`src/rtl/pipelined_adder.sv`:
```
// Pipelined WIDTH-bit adder/subtractor: one CHUNK-wide slice of the carry chain
// per stage, carry registered between stages, valid/ready with a global stall.
module pipelined_adder #(
  parameter int WIDTH  = 32,
  parameter int STAGES = 4
) (
  input  logic             clk,
  input  logic             reset,
  input  logic             in_valid,
  output logic             in_ready,
  input  logic [WIDTH-1:0] a,
  input  logic [WIDTH-1:0] b,
  input  logic             sub,
  output logic             out_valid,
  input  logic             out_ready,
  output logic [WIDTH-1:0] sum,
  output logic             carry_out,
  output logic             overflow
);

  localparam int CHUNK = WIDTH / STAGES;

  // The whole pipeline moves or freezes together; bubbles are never collapsed.
  logic adv_s;
  assign adv_s    = !out_valid || out_ready;
  assign in_ready = adv_s;

  for (genvar k = 0; k < STAGES; k++) begin : g_stage
    // Stage k only carries the operand bits it and later stages still need.
    localparam int HI = WIDTH - k * CHUNK;

    logic                   v_in_s;
    logic                   c_in_s;
    logic [HI-1:0]          a_hi_s;
    logic [HI-1:0]          b_hi_s;
    logic [CHUNK:0]         part_s;
    logic [(k+1)*CHUNK-1:0] sum_next_s;

    logic                   v_r;
    logic                   c_r;
    logic [(k+1)*CHUNK-1:0] sum_r;

    if (k == 0) begin : g_first
      assign v_in_s     = in_valid;
      assign c_in_s     = sub;
      assign a_hi_s     = a;
      assign b_hi_s     = sub ? ~b : b;
      assign sum_next_s = part_s[CHUNK-1:0];
    end else begin : g_next
      assign v_in_s     = g_stage[k-1].v_r;
      assign c_in_s     = g_stage[k-1].c_r;
      assign a_hi_s     = g_stage[k-1].g_keep.a_r;
      assign b_hi_s     = g_stage[k-1].g_keep.b_r;
      assign sum_next_s = {part_s[CHUNK-1:0], g_stage[k-1].sum_r};
    end

    assign part_s = {1'b0, a_hi_s[CHUNK-1:0]} + {1'b0, b_hi_s[CHUNK-1:0]}
                  + {{CHUNK{1'b0}}, c_in_s};

    // Valid, partial sum and chunk carry for this stage.
    always_ff @(posedge clk) begin
      if (reset) begin
        v_r   <= 1'b0;
        c_r   <= 1'b0;
        sum_r <= {((k+1)*CHUNK){1'b0}};
      end else if (adv_s) begin
        v_r   <= v_in_s;
        c_r   <= part_s[CHUNK];
        sum_r <= sum_next_s;
      end
    end

    if (k < STAGES - 1) begin : g_keep
      logic [HI-CHUNK-1:0] a_r;
      logic [HI-CHUNK-1:0] b_r;

      // Upper operand chunks ride along untouched to the stages that add them.
      always_ff @(posedge clk) begin
        if (reset) begin
          a_r <= {(HI-CHUNK){1'b0}};
          b_r <= {(HI-CHUNK){1'b0}};
        end else if (adv_s) begin
          a_r <= a_hi_s[HI-1:CHUNK];
          b_r <= b_hi_s[HI-1:CHUNK];
        end
      end
    end

    if (k == STAGES - 1) begin : g_last
      logic ovf_r;

      // Signed overflow: operands agree in sign but the result sign differs.
      always_ff @(posedge clk) begin
        if (reset) begin
          ovf_r <= 1'b0;
        end else if (adv_s) begin
          ovf_r <= (a_hi_s[HI-1] == b_hi_s[HI-1]) && (part_s[CHUNK-1] != a_hi_s[HI-1]);
        end
      end
    end
  end

  assign out_valid = g_stage[STAGES-1].v_r;
  assign sum       = g_stage[STAGES-1].sum_r;
  assign carry_out = g_stage[STAGES-1].c_r;
  assign overflow  = g_stage[STAGES-1].g_last.ovf_r;

endmodule

```
`config.mk`:
```
export PLATFORM = sky130hd
export DESIGN_NAME = pipelined_adder
export DESIGN_NICKNAME = d
export VERILOG_FILES = /design/src/rtl/pipelined_adder.sv
export SDC_FILE = /design/constraint.sdc
export NUM_CORES = 1
export LEC_CHECK = 0
export ABC_AREA = 1
export CAP_MARGIN = 20
export CORE_MARGIN = 8
export CORE_UTILIZATION = 38
export CTS_CLUSTER_DIAMETER = 30
export DETAILED_ROUTE_END_ITERATION = 10
export GPL_TIMING_DRIVEN = 0
export PLACE_DENSITY = 0.67
export SLEW_MARGIN = 20
export SYNTH_ARGS = -nofsm -noshare
export SYNTH_HDL_FRONTEND = slang
export SYNTH_SLANG_ARGS = --single-unit
```
`constraint.sdc`:
```
create_clock -name clk -period 2.2 [get_ports clk]
set_clock_uncertainty 0.2 [all_clocks]
set_input_delay 0.44 -clock clk [delete_from_list [all_inputs] [get_ports clk]]
set_output_delay 0.44 -clock clk [all_outputs]
set_load 0.005 [all_outputs]
```
# Yosys cells after proc, flatten, opt, wreduce, memory -nomap -nowiden
# Index checks and enable logic that the tools add are counted.
# word_totals
reg_bits	185
output_inout_bits	36
word_cells	34
# op_classes
add_sub_neg	8
eq_ne	2
mux	1
bitwise_logic	1
reduce_logical	3
# op_table
cell	n
$add 8x8->9	4
$add 9x1->9	4
$mux 32	1
$not 32->32	1
$eq 1x1->1	1
$logic_and 1x1->1	1
$logic_not 1->1	1
$logic_or 1x1->1	1
$ne 1x1->1	1

# Depth between registers and ports, before layout
# Gate-level depths: netlist (run 1).
# depth
depth_word	4
mapped_depth	14
mapped_depth_nobuf	12

# Worst setup path before layout (run 1)
# OpenSTA, ideal clock, no wires.
# synth_path
path_type	in2reg
startpoint	input sub
endpoint	register g_stage[0].sum_r[7]
setup_time_ps	115
t_arrival_ps	1810
required_ps	1885
slack_ps	75
cell_stages	14
path_cell_list	buf_4 -> buf_4 -> xnor2_1 -> inv_1 -> ha_1 -> nand2_1 -> inv_1 -> nand2_1 -> nand2_1 -> nand2_1 -> nand3_1 -> nand2_1 -> nor2_1 -> nor2_1
# synth_via
elab_chain_len	3
# synth_rtl
element	line	rtl
start: declaration	13	input logic sub,
$mux 32	47	assign b_hi_s = sub ? ~b : b;
$add 8x8->9	57	assign part_s = {1'b0, a_hi_s[CHUNK-1:0]} + {1'b0, b_hi_s[CHUNK-1:0]}
$add 9x1->9 *	58	+ {{CHUNK{1'b0}}, c_in_s};
end signal: assignment	65	sum_r <= {((k+1)*CHUNK){1'b0}};
end signal: assignment	69	sum_r <= sum_next_s;
end: declaration	41	logic [(k+1)*CHUNK-1:0] sum_r;
# Mark *: on every way between the ends. The rest lies on a longest branch, timed or not.
# A chain may end at the register's enable or synchronous reset.

# Worst setup path after layout (run 1)
# layout_path
startpoint	input out_ready
endpoint	output in_ready
# layout_via
elab_chain_len	1
# layout_rtl
element	line	rtl
start: declaration	15	input logic out_ready,
$logic_or 1x1->1	25	assign adv_s = !out_valid || out_ready;
end: declaration	10	output logic in_ready,
# No other way between the ends.

==> flow_summary.toml, run 1 <==
[synthesis]
ys_ff_latch = 185
ys_types = 30
syn_inst = 1038
syn_area_um2 = 8050
ys_warn_count = 0
synth_top_area_cell = "dfxtp_1"
seq_area_frac_synth_pct = 46.0
synth_top_area_share_pct = 46.0
synth.avg_cell_area_um2 = 7.75
synth_nets = 1142
netlist_top_cells_area = "dfxtp_1 46%, nor2_1 12%, o21ai_0 9.7%"

[placed_design]
dp_hpwl_um = 16000
numPortBuffers = 103
place_ws_ns = -0.644
gp_congestion = 0.864

[floorplanning]
die_h_um = 162
initial_core_util_pct = 38.5
ioPinCount = 105
die_w_um = 162
core-area_um2 = 20900
rows = 53
die_area_um2 = 26100

[clock_tree]
clk_latency_ns = 0.43
cts_buffers = 17
clk_path_buf_depth = 2
cts_tree = "done"
clockRootBuffer = "clkbuf_16"
cts_sinks = 185
cts-htree-levels = 4
clkTransAtPathRegs_ns = 0.06

[pwr]
peakVddDrop_mv = 0.637
internal_power_mw = 5.68
p_sw_mw = 1.95
combPwrFrac_pct = 13.3
total_power_mw = 7.64
seqPwrFrac_pct = 49.5
powerDensity_nw_per_um2 = 764
p_leak_nw = 4.73
clockPowerShare_pct = 37.2
switching_share_pct = 25.6

[routing]
drt_wl_total_um = 20900
avgViaCountPerCell = 4.80
routedWlPerCell_um = 14.4
first_pass_iters = 5
drc_errors = 0
drt_iter0_markers = 372
vias = 6940
ant_nets = 0

[grt]
grt_pass1_vias = 6500
grt-ovfl-total = 0
antenna_found_initial = 0
grt_max_degree = 19
grt_use_total_pct = 16.2
grt_pass1_wl_um = 33700

[timing]
drv_slew = 0
final.setup.tns_ns = 0
fin_hold_ws_ns = 0.234
hold_viol = 0
fin_crit_ns = 2.14
max_slew_margin_pct = 58.7
fin_crit_sh_pct = 97.2
rsz0062_at_grt = "false"
setup_ws_ns = 0.0614
setup_viol = 0
clock.fmax_mhz = 468
tightest_slew_ns = 0.620

[critical_path]
cpMaxStageDelayCell = "clkdlybuf4s50_1"
crit_type = "input port to output pin"
max_stage_delay_ns = 0.45
end_kind = "output pin"
worst-path-buf-inv = 4
critPathRequiredTime_ns = 1.56
worstPathArrival_ns = 1.50
crit_path_max_fanout = 7
crit_chain = "clkdlybuf4s50_1 > nor2_4 > inv_4 > buf_12 > dlygate4sd2_1"
critical_path.top_delay_family = "buffers and inverters"
cp-start-kind = "input port"

[layout]
design.final.nets = 1265
flow.area_growth_from_synthesis_pct = 24.2
finalCoreUtilization_pct = 47.9
n_antenna_cell = 0
fillCellCount = 2115
layout_commonest_cell = "nor2_1"
final_cell_mix = "263 x nor2_1, 185 x dfxtp_1, 156 x o21ai_0, 102 x clkdlybuf4s50_1, 69 x nand2_1"
drive_gt1_share_pct = 6.75

[run]
cap_violations = 0

[worst_hold_path]
hp-class = "input port to register"

[run_status]
status = "finished clean"
[cells in the mapped netlist]
cell type,count
nor2_1,263
nand2b_1,4
a21oi_1,58
dfxtp_1,185
clkbuf_4,1
inv_1,65
nand4_1,9
o21ai_0,156
nand3_1,43
a21oi_2,1
buf_6,3
o21ai_1,23
o211ai_2,1
a31oi_1,1
ha_1,28
a21o_1,3
xor2_1,11
a211oi_1,4
clkbuf_1,21
xnor2_1,29
fa_1,7
buf_2,23
nand3b_1,3
o21bai_1,5
clkbuf_2,1
nor2_4,1
inv_2,2
buf_4,15
nand2_1,69
or2_0,3
[cell families after synthesis]
| logic type | Yosys count | synth area share [%] |
|---|---|---|
| AND/OR/NAND/NOR | 395 | 19.8 |
| buffers and inverters | 131 | 7.51 |
| XOR/XNOR | 40 | 4.35 |
| AO/OA/AOI/OAI | 252 | 16.2 |
| flip-flops | 185 | 46.0 |
| adder cells (fa/ha/maj) | 35 | 6.09 |
[registers in the layout (all words and copies together), names as in the netlist]
register,count
carry_out,1
out_valid,1
g_stage.g_keep.b_r,48
g_stage.v_r,3
overflow,1
g_stage.sum_r,48
g_stage.c_r,3
g_stage.g_keep.a_r,48
sum,32
[layout make-up]
class | instances | area, um^2 | area share (%)
clock buffer | 19 | 443 | 4.43
clock inverter | 10 | 98.8 | 0.989
timing repair buffer | 105 | 1040 | 10.5
inverter | 67 | 254 | 2.54
multi-input combinational | 722 | 3740 | 37.5
tap | 275 | 344 | 3.44
buffer | 63 | 363 | 3.63
sequential | 185 | 3700 | 37.1
[power groups by stage]
stage | logic (mW) | clock network, mW | registers (mW)
final | 1.01 | 2.84 | 3.78
after global placement | 0.999 | 0 | 3.84
after detailed placement | 1.01 | 0 | 3.85
after global routing | 1.15 | 3.05 | 3.81
after floorplan | 0.632 | 0 | 3.80
after CTS | 1.02 | 2.90 | 3.78
[tightest hold or removal path: stages]
cell	delay, ns
buf_4	0.15
xnor2_1	0.15
a21oi_1	0.07
[layer usage]
layer	part of all wire, %	vias up	GRT usage (%)
met2	46	177	26.5
li1	-	3624	-
met3	5.5	33	3.46
met5	0	-	0
met1	46	3106	20.4
met4	2.1	0	6.61
[what timing repair did]
action / 4_1_cts / 5_1_grt
setup buffers: 2 / 0
resized for setup: 6 / 2
setup endpoints to repair: 1 / 2
pin swaps: 1 / 0
hold buffers: 0 / 0
[final timing paths]
path	start	to	slack, ns	cells past startpoint
setup / recovery	out_ready	in_ready	0.06	5
hold / removal	sub	g_stage[0].g_keep.b_r[23]	0.23	3
setup reg to reg	g_stage[2].c_r	sum[30]	0.12	8
hold reg to reg	g_stage[0].g_keep.b_r[22]	g_stage[1].g_keep.b_r[14]	0.26	2
[through the flow]
stage	cell area [um^2]	instances
2_1_floorplan	8050	1038
3_3_place_gp	9420	1416
3_5_place_dp	9420	1416
4_1_cts	9990	1446
5_1_grt	10000	1446
6_report	10000	1446
Note: power is estimated with default switching activity, not from simulation.
==> run 2, diff against run 1 <==
--- a/config.mk
+++ b/config.mk
@@ -7,13 +7,15 @@
 export LEC_CHECK = 0
 export ABC_AREA = 1
 export CAP_MARGIN = 20
+export CELL_PAD_IN_SITES_DETAIL_PLACEMENT = 1
+export CELL_PAD_IN_SITES_GLOBAL_PLACEMENT = 1
 export CORE_MARGIN = 8
 export CORE_UTILIZATION = 38
 export CTS_CLUSTER_DIAMETER = 30
 export DETAILED_ROUTE_END_ITERATION = 10
+export DONT_BUFFER_PORTS = 1
 export GPL_TIMING_DRIVEN = 0
-export PLACE_DENSITY = 0.67
-export SLEW_MARGIN = 20
+export PLACE_DENSITY = 0.75
 export SYNTH_ARGS = -nofsm -noshare
 export SYNTH_HDL_FRONTEND = slang
 export SYNTH_SLANG_ARGS = --single-unit
==> run 2 against run 1 <==
Compared with the run above:
- utilization is 2.7 points lower
- worst hold slack worse by 0.22 ns
- non-clock buffer count decreased by 60
- die area did not move
- combinational power is 11% lower
- count of clock-buffer cells in the layout down 1
- setup slack better by 0.033 ns
- first-iteration DRC count increased by 7.5%
- register-to-register slack about the same
- flip-flop and latch count unchanged
- routed wire length is 16% higher
- largest power group unchanged
==> flow_summary.toml, run 2 (synthesis gave the netlist of run 1 again) <==
[clock_tree]
clockRootBuffer = "clkbuf_16"
cts_tree = "done"
cts-htree-levels = 4
cts_buffers = 17
clkTransAtPathRegs_ns = 0.07
clk_latency_ns = 0.44
clk_path_buf_depth = 2
cts_sinks = 185
postCtsSetupBuffers = 0

[critical_path]
crit_path_max_fanout = 16
worstPathArrival_ns = 1.47
cp-start-kind = "register"
end_kind = "output pin"
max_stage_delay_ns = 0.36
crit_type = "register to output pin"
rr_worst_depth = 7
critPathRequiredTime_ns = 1.56
cpMaxStageDelayCell = "dfxtp_1"
crit_chain = "inv_1 > nor2_4 > inv_2 > buf_4"

[floorplanning]
die_w_um = 162
initial_core_util_pct = 38.5
core-area_um2 = 20900
die_h_um = 162
die_area_um2 = 26100
ioPinCount = 105
rows = 53

[placed_design]
gp_congestion = 0.835
place_ws_ns = -0.190
numPortBuffers = 0
place_inst = 1313
dp_hpwl_um = 17600
dpl_cell_area_um2 = 8390

[grt]
grt-ovfl-total = 0
grt_pass1_wl_um = 39200
grt_use_total_pct = 19.1
grt_pass1_vias = 7331
grt_max_degree = 20
antenna_found_initial = 1

[layout]
fin_area_um2 = 9430
fillCellCount = 2572
drive_gt1_share_pct = 7.36
top_regs = "g_stage.g_keep.a_r (48), g_stage.g_keep.b_r (48), g_stage.sum_r (48)"
register_area_um2 = 3700
design.final.nets = 1205
fin_cells = 1390
flow.area_growth_from_synthesis_pct = 17.2
multi_input_area_um2 = 3750
final_cell_mix = "263 x nor2_1, 185 x dfxtp_1, 156 x o21ai_0, 69 x nand2_1, 65 x inv_1"
layout_commonest_cell = "nor2_1"
finalCoreUtilization_pct = 45.2

[routing]
drt_iter0_markers = 400
routedWlPerCell_um = 17.4
first_pass_iters = 7
ant_nets = 0
vias = 6976
avgViaCountPerCell = 5.02
drc_errors = 0
drt_wl_total_um = 24200

[timing]
rsz0062_at_grt = "false"
fin_crit_ns = 2.11
setup_viol = 0
clock.fmax_mhz = 475
max_slew_margin_pct = 56.1
fin_crit_sh_pct = 95.7
final.setup.tns_ns = 0
hold_viol = 0
setup_ws_ns = 0.0946
drv_slew = 0
tightest_slew_ns = 0.658
fin_hold_ws_ns = 0.0139

[pwr]
total_power_mw = 7.75
powerDensity_nw_per_um2 = 821
p_leak_nw = 4.56
peakVddDrop_mv = 0.598

[worst_hold_path]
hp-class = "input port to register"
min_path_cells = 2

[run_status]
status = "finished clean"

[run]
cap_violations = 0
-- run 2: changes by cell type in the layout (fill, tap and decap cells not counted), moves of 2 or more --
| cell | before | now |
|---|---|---|
| dlygate4sd3_1 | 0 | 45 |
| clkdlybuf4s50_1 | 102 | 0 |
| inv_6 | 1 | 8 |
| clkinv_8 | 0 | 2 |
| clkinvlp_4 | 5 | 0 |
| inv_8 | 0 | 3 |
-- run 2: final timing paths --
kind | from | end | slack, ns
setup / recovery | out_valid | in_ready | 0.09
hold / removal | b[18] | g_stage[0].g_keep.b_r[10] | 0.01
setup reg to reg | g_stage[0].c_r | g_stage[1].sum_r[12] | 0.11
hold reg to reg | g_stage[0].g_keep.b_r[22] | g_stage[1].g_keep.b_r[14] | 0.25
-- run 2: cell type report --
type / instances / share of cell area [%]
well taps: 275 / 3.65
clock buffers: 18 / 4.66
clock inverters: 14 / 1.54
plain buffers: 63 / 3.71
multi-input cells: 722 / 39.7
repair buffers: 45 / 4.77
diodes: 1 / 0.0265
inverters: 67 / 2.67
flip-flops and latches: 185 / 39.3
-- run 2: critical path: cells and delay by family (launching register included) --
family	cells	cell delay, ns
buf+inv	3	0.50
flops	1	0.36
simple gates	1	0.16
-- run 2: report_power, final --
part	switching [mW]	total, mW	internal, mW
Sequential	0.184	3.80	3.62
Clock	1.49	3.05	1.55
Combinational	0.523	0.903	0.380
-- run 2: per-layer routing --
layer	vias to the layer above	track usage, %	part of all wire, %
met5	-	0	0
met4	0	6.65	1.9
met3	33	4.61	4.8
met2	139	32.8	48
met1	3300	22.9	45
li1	3504	-	-
-- run 2: timing repair --
action / CTS / global route
hold endpoints to repair: 45 / 0
hold buffers: 45 / 0
pin swaps: 0 / 0
endpoints found under the setup margin: 1 / 2
resized for setup: 1 / 3
==> run 3, diff against run 2 <==
--- a/config.mk
+++ b/config.mk
@@ -10,12 +10,12 @@
 export CELL_PAD_IN_SITES_DETAIL_PLACEMENT = 1
 export CELL_PAD_IN_SITES_GLOBAL_PLACEMENT = 1
 export CORE_MARGIN = 8
-export CORE_UTILIZATION = 38
+export CORE_UTILIZATION = 30
 export CTS_CLUSTER_DIAMETER = 30
 export DETAILED_ROUTE_END_ITERATION = 10
 export DONT_BUFFER_PORTS = 1
 export GPL_TIMING_DRIVEN = 0
-export PLACE_DENSITY = 0.75
+export PLACE_DENSITY = 0.63
 export SYNTH_ARGS = -nofsm -noshare
 export SYNTH_HDL_FRONTEND = slang
 export SYNTH_SLANG_ARGS = --single-unit
==> run 3 against run 2 <==
Compared with the run above:
- global-route usage down 3.8 points
- setup slack improved by 0.024 ns
- non-clock buffer count down 5
- clock power is 8.9% higher
- flip-flop and latch count did not move
- total power is 3.5% higher
- utilization decreased by 9.5 points
- sequential share of layout area is 0.29 points lower
- critical path type unchanged
- critical endpoint unchanged
- highest routed layer is now met5
==> flow_summary.toml, run 3 (synthesis gave the netlist of run 1 again) <==
[routing]
first_pass_iters = 4
vias = 6915
routedWlPerCell_um = 17.1
drc_errors = 0
drt_wl_total_um = 24700
ant_nets = 0
drt_iter0_markers = 352
avgViaCountPerCell = 4.77

[layout]
top_regs = "g_stage.g_keep.a_r (48), g_stage.g_keep.b_r (48), g_stage.sum_r (48)"
fin_cells = 1450
n_antenna_cell = 0
final_cell_mix = "263 x nor2_1, 185 x dfxtp_1, 156 x o21ai_0, 69 x nand2_1, 65 x inv_1"
flow.area_growth_from_synthesis_pct = 18.1
fillCellCount = 3224
drive_gt1_share_pct = 7.39
multi_input_area_um2 = 3750
layout_commonest_cell = "nor2_1"
design.final.nets = 1200
register_area_um2 = 3700

[timing]
fin_crit_ns = 2.08
fin_hold_ws_ns = 0.00610
fin_crit_sh_pct = 94.6
setup_viol = 0
clock.fmax_mhz = 480
tightest_slew_ns = 0.662
setup_ws_ns = 0.118
max_slew_margin_pct = 55.9
rsz0062_at_grt = "false"
drv_slew = 0
hold_viol = 0

[floorplanning]
core-area_um2 = 26700
die_area_um2 = 32300
ioPinCount = 105
die_h_um = 180
rows = 60
initial_core_util_pct = 30.2
die_w_um = 180

[clock_tree]
cts-htree-levels = 4
postCtsSetupBuffers = 0
cts_sinks = 185
clkTransAtPathRegs_ns = 0.08
cts_buffers = 17
cts_tree = "done"
clockRootBuffer = "clkbuf_16"
clk_latency_ns = 0.44
clk_path_buf_depth = 2

[placed_design]
numPortBuffers = 0
place_ws_ns = -0.186
place_inst = 1379
gp_congestion = 0.788
dp_hpwl_um = 18700

[grt]
grt_max_degree = 19
grt_pass1_wl_um = 39400
grt_pass1_vias = 6997
grt_use_total_pct = 15.3
antenna_found_initial = 1
grt-ovfl-total = 0

[critical_path]
cp-start-kind = "register"
crit_path_max_fanout = 16
worstPathArrival_ns = 1.44
crit_type = "register to output pin"
critPathRequiredTime_ns = 1.56
end_kind = "output pin"

[pwr]
powerDensity_nw_per_um2 = 843
peakVddDrop_mv = 0.480
p_leak_nw = 4.55

[run]
cap_violations = 0

[run_status]
status = "finished clean"

[worst_hold_path]
hp-class = "input port to register"
## run 3: metrics by stage
| stage | setup TNS [ns] | cell area (um^2) | power, mW | util [%] |
|---|---|---|---|---|
| final | 0 | 9510 | 8.02 | 35.7 |
| after global routing | 0 | 9510 | 8.39 | 35.7 |
| after CTS | 0 | 9500 | 8.11 | 35.6 |
| after detailed placement | -0.890 | 8470 | 4.72 | 31.8 |
| after global placement | -0.755 | 8470 | 4.69 | 31.8 |
| after floorplan | 0 | 8050 | 4.43 | - |
## run 3: final cells by class
cell class              count  share of cell area [%]
multi-input cells         722                    39.4
inverters                  67                    2.65
flip-flops and latches    185                    39.0
clock inverters            15                    2.11
plain buffers              63                    3.69
repair buffers             40                    4.21
well taps                 341                    4.49
clock buffers              17                    4.48
## run 3: critical path, cell delays in order, from the launching register on
cell,delay [ns]
dfxtp_1,0.33
inv_1,0.10
nor2_4,0.06
inv_2,0.25
buf_4,0.26
## run 3: where the power goes
part	internal (mW)	total (mW)	switching (mW)
clock network	1.84	3.32	1.48
registers	3.62	3.80	0.184
logic	0.375	0.895	0.520
total	5.83	8.02	2.19
## run 3: worst paths after layout
| path | end | cells after the start | start | slack (ns) |
|---|---|---|---|---|
| max | in_ready | 4 | out_valid | 0.12 |
| min | g_stage[0].g_keep.b_r[7] | 2 | b[15] | 0.006 |
| min reg2reg | g_stage[1].g_keep.b_r[13] | 2 | g_stage[0].g_keep.b_r[21] | 0.26 |
| max reg2reg | sum[30] | 8 | g_stage[2].c_r | 0.15 |
## run 3: what timing repair did
action | 4_1_cts | 5_1_grt
gates resized for setup | 1 | 3
endpoints found under the setup margin | 1 | 3
hold buffers | 40 | 0
endpoints found under the hold margin | 41 | 0
## run 3: metal layers
layer,track usage (%),vias up,wire length [um]
met5,0,-,8
met4,4.17,2,315
met3,3.89,22,1290
met2,25.6,125,11700
met1,19.2,3269,11500
li1,-,3497,-
